File: config.mk
export PLATFORM = sky130hd
export DESIGN_NAME = crc_stream_check
export DESIGN_NICKNAME = d
export VERILOG_FILES = /design/src/rtl/crc_pkg.sv /design/src/rtl/crc.sv /design/src/rtl/crc_stream_check.sv
export SDC_FILE = /design/constraint.sdc
export NUM_CORES = 1
export LEC_CHECK = 0
export CAP_MARGIN = 30
export CORE_MARGIN = 2
export CORE_UTILIZATION = 57
export DETAILED_ROUTE_END_ITERATION = 7
export GPL_ROUTABILITY_DRIVEN = 0
export HOLD_SLACK_MARGIN = 0.05
export PLACE_DENSITY = 0.87
export RECOVER_POWER = 50
export SLEW_MARGIN = 0
export SYNTH_ARGS = -nofsm -noshare
export SYNTH_HDL_FRONTEND = slang
export SYNTH_SLANG_ARGS = --single-unit
File: constraint.sdc
create_clock -name clk -period 5.2 [get_ports clk]
set_clock_uncertainty 0.05 [all_clocks]
set_input_delay 1.04 -clock clk [delete_from_list [all_inputs] [get_ports clk]]
set_output_delay 1.04 -clock clk [all_outputs]
set_load 0.01 [all_outputs]
File: src/rtl/crc_pkg.sv
// crc_pkg: shared CRC-32 polynomial type and constant.
// Contents:
//   crc32_poly_t  32-bit polynomial word (x^32 term implicit)
//   CRC32_POLY    IEEE 802.3 generator polynomial, normal form
package crc_pkg;

    typedef logic [31:0] crc32_poly_t;

    localparam crc32_poly_t CRC32_POLY = 32'h04c11db7;

endpackage

File: src/rtl/crc.sv
// crc: combinational CRC of one word, rem = (data(x) * x^POLY_SIZE) mod POLY.
// Ports:
//   data  in   DATA_WIDTH  word to reduce; bit i is the coefficient of x^i
//   rem   out  POLY_SIZE   remainder; zero initial value, no reflection, no final XOR
module crc
    import crc_pkg::*;
#(
    parameter int                    POLY_SIZE  = 32,
    parameter logic [POLY_SIZE-1:0]  POLY       = CRC32_POLY,
    parameter int                    DATA_WIDTH = 32
) (
    input  logic [DATA_WIDTH-1:0] data,
    output logic [POLY_SIZE-1:0]  rem
);

    // MSB-first LFSR from zero; feeding message bits into the feedback tap
    // multiplies the message by x^POLY_SIZE before the reduction.
    always_comb begin
        rem = '0;
        for (int i = DATA_WIDTH - 1; i >= 0; i--)
            rem = (rem << 1) ^ ((data[i] ^ rem[POLY_SIZE-1]) ? POLY : '0);
    end

endmodule

File: src/rtl/crc_stream_check.sv
// crc_stream_check: checks a CRC trailer on a valid/ready frame stream and forwards the payload.
// Ports:
//   clk, rst   clock, synchronous active-high reset
//   s_valid    in   input beat valid
//   s_ready    out  input beat accepted when s_valid && s_ready
//   s_data     in   input word; on the trailer beat, s_data[POLY_SIZE-1:0] is the CRC
//   s_last     in   marks the trailer beat
//   m_valid    out  payload beat valid
//   m_ready    in   downstream ready
//   m_data     out  payload word
//   m_last     out  final payload beat of the frame
//   res_valid  out  one-cycle pulse per frame, no backpressure
//   res_ok     out  received CRC matched; qualified by res_valid
module crc_stream_check
    import crc_pkg::*;
#(
    parameter int                    POLY_SIZE  = 32,
    parameter logic [POLY_SIZE-1:0]  POLY       = CRC32_POLY,
    parameter int                    DATA_WIDTH = 32
) (
    input  logic                  clk,
    input  logic                  rst,
    input  logic                  s_valid,
    output logic                  s_ready,
    input  logic [DATA_WIDTH-1:0] s_data,
    input  logic                  s_last,
    output logic                  m_valid,
    input  logic                  m_ready,
    output logic [DATA_WIDTH-1:0] m_data,
    output logic                  m_last,
    output logic                  res_valid,
    output logic                  res_ok
);

    if (DATA_WIDTH < POLY_SIZE) begin : g_width_check
        $error("crc_stream_check: DATA_WIDTH must be >= POLY_SIZE");
    end

    logic [POLY_SIZE-1:0]  acc;
    logic [DATA_WIDTH-1:0] acc_ext;
    logic [DATA_WIDTH-1:0] crc_in;
    logic [POLY_SIZE-1:0]  crc_out;
    logic [DATA_WIDTH-1:0] h_data;
    logic                  h_valid;
    logic                  accept;

    assign s_ready = !m_valid || m_ready;
    assign accept  = s_valid && s_ready;

    // The running remainder is folded into the top of the next word.
    assign acc_ext = DATA_WIDTH'(acc);
    assign crc_in  = s_data ^ (acc_ext << (DATA_WIDTH - POLY_SIZE));

    crc #(
        .POLY_SIZE  (POLY_SIZE),
        .POLY       (POLY),
        .DATA_WIDTH (DATA_WIDTH)
    ) u_crc (
        .data (crc_in),
        .rem  (crc_out)
    );

    // H delays the payload by one beat so the last payload beat is known
    // (and tagged) when the trailer arrives; the trailer itself is dropped.
    always_ff @(posedge clk) begin
        if (rst) begin
            acc       <= '0;
            h_data    <= '0;
            h_valid   <= 1'b0;
            m_data    <= '0;
            m_valid   <= 1'b0;
            m_last    <= 1'b0;
            res_valid <= 1'b0;
            res_ok    <= 1'b0;
        end else begin
            res_valid <= 1'b0;
            if (m_valid && m_ready)
                m_valid <= 1'b0;
            if (accept) begin
                if (h_valid) begin
                    m_data  <= h_data;
                    m_last  <= s_last;
                    m_valid <= 1'b1;
                end
                if (s_last) begin
                    acc       <= '0;
                    h_valid   <= 1'b0;
                    res_valid <= 1'b1;
                    res_ok    <= (s_data[POLY_SIZE-1:0] == acc);
                end else begin
                    acc     <= crc_out;
                    h_data  <= s_data;
                    h_valid <= 1'b1;
                end
            end
        end
    end

endmodule
==> reports/metrics.cfg <==
[outcome]
status = completed

[run]
maxCapViolCount = 0

[clock_network]
cts_made_buffers = 9
clk_pin_slew_worst_paths_ns = 0.07
cts_max_level = 3
cts_resized = 0
cts_tree = yes
clock_latency_ns = 0.35
cts_root_buffer = clkbuf_16
clock_path_buffers = 2
post-cts-setup-buffers = 0
cts_hold_buf = 0
clock-sinks = 101

[placed_design]
io_buffers = 73
dp_hpwl_mm = 13.9

[global_routing]
grt_pass1_wl_mm = 28.8
grt_max_degree = 84
antenna_found_initial = 0
overflow = 0
track_usage = 0.301
grt_pass1_vias = 5375

[critical_path]
arrival_ns = 4.95
crit_fanout = 6
crit_type = primary input to flop
end_kind = flop
worstSetupStartpointType = primary input
crit_required_ns = 5.36

[route]
via_count = 5273
wl_mm = 18.4
routedWlPerCell_um = 20.1
vias_per_cell = 5.77
ant_nets = 0
firstDrtPassIters = 5
drt_iter0_drc = 473
drc_errors = 0

[final_layout]
syn_to_final_growth_pct = 21.9
final_common_cell = nand2_1
antenna_cells = 0
final_cell_mix = 154 x nand2_1, 137 x xnor2_1, 101 x dfxtp_1
drive_above_1_share = 0.114
nets = 805

[logic_synthesis]
synthesis.area_mm2 = 0.00651
avgSynthCellArea_um2 = 9.75
ys_types = 30
yosys_warnings = 0
synth_cells = 668
synth_nets = 707
ys_ff_latch = 101
seq_area_frac_synth = 0.310

[die]
die-height_um = 111
num_io_pins = 74
initial_utilization = 0.578
die_w_um = 111
core.rowCount = 39
coreArea_mm2 = 0.0113
dieArea_mm2 = 0.0123

[sta]
rsz0062_at_grt = no
hold_ws_ns = 0.402
clock.fmax_mhz = 209
slew_violations = 0
period_share = 0.921
fin_crit_ns = 4.79
tns_ns = 0
relSlewSlack = 0.375
hold_viol = 0
setup_viol = 0
worst_pin_slew_ns = 0.938

[hold_path]
hold_class = flop to flop

==> Yosys cell counts (all sizes together) <==
cell,n,area (um^2)
a22oi,9,67.6
buf,1,5.00
a2bb2oi,2,17.5
xor3,6,144
a21oi,68,340
nor2,20,75.1
nor4,2,12.5
nand3,3,15.0
xnor2,151,1480
o21ai,21,105
xor2,39,372
and3,1,6.26
nand2,154,578
xnor3,47,1070
clkbuf,29,109
nand4,4,25.0
and2,2,12.5
dfxtp,101,2020
or3,1,6.26
inv,2,7.51
nand2b,2,12.5
ha,2,25.0
nand3b,1,7.51
==> layer usage <==
layer / GRT usage / share of wire
met5: 0 / 0
met4: 0.158 / 0.055
met3: 0.0596 / 0.079
met2: 0.518 / 0.49
met1: 0.356 / 0.37
==> state kept, by name (all words and copies together), names as in the netlist <==
signal and count:
res_ok 1, h_valid 1, m_data 32, m_last 1, res_valid 1, h_data 32, m_valid 1, acc 32
==> cell type report <==
| cell class | count | area [um^2] |
|---|---|---|
| inverter | 2 | 7.51 |
| multi-input combinational | 535 | 4370 |
| clock buffer | 10 | 239 |
| sequential | 101 | 2020 |
| fill | 758 | 3330 |
| clock inverter | 6 | 61.3 |
| timing repair buffer | 117 | 1060 |
| tap | 143 | 179 |
==> final timing paths <==
check                                 from         end  slack [ns]  cells after the start
worst max-delay path            s_data[27]     acc[12]        0.41                     12
worst min-delay path            m_data[17]  m_data[17]        0.40                      2
worst max register to register     acc[28]     acc[16]        1.23                     10
worst min register to register  m_data[17]  m_data[17]        0.40                      2
==> stage by stage <==
step | instance area [um^2] | util | setup slack [ns] | cells
after global placement | 7620 | 0.676 | 0.188 | 896
after floorplan | 6520 | - | 0.516 | 668
after CTS | 7950 | 0.706 | 0.441 | 914
final | 7940 | 0.705 | 0.413 | 914
after global routing | 7940 | 0.705 | 0.210 | 914
after detailed placement | 7650 | 0.679 | 0.129 | 898
==> critical path, stage by stage <==
cell             delay [ns]
clkdlybuf4s50_1        0.52
xnor2_4                0.38
ha_1                   0.31
xnor3_1                0.30
xor2_1                 0.22
xnor3_1                0.28
xor2_1                 0.31
xnor3_2                0.51
xnor3_1                0.43
xnor3_1                0.40
xnor2_1                0.17
o21ai_1                0.08
==> cells by family (layout without fill, tap and decap cells) <==
group | after synthesis | after routing | synth area share
flip-flops | 101 | 101 | 0.310
AO/OA/AOI/OAI | 100 | 100 | 0.0814
buffers and inverters | 32 | 135 | 0.0186
AND/OR/NAND/NOR | 190 | 190 | 0.115
adder cells (fa/ha/maj) | 2 | 2 | 0.00384
XOR/XNOR | 243 | 243 | 0.471
Power is not shown: default switching activity piles up to over one toggle a cycle in this logic, so the estimate is an artifact.
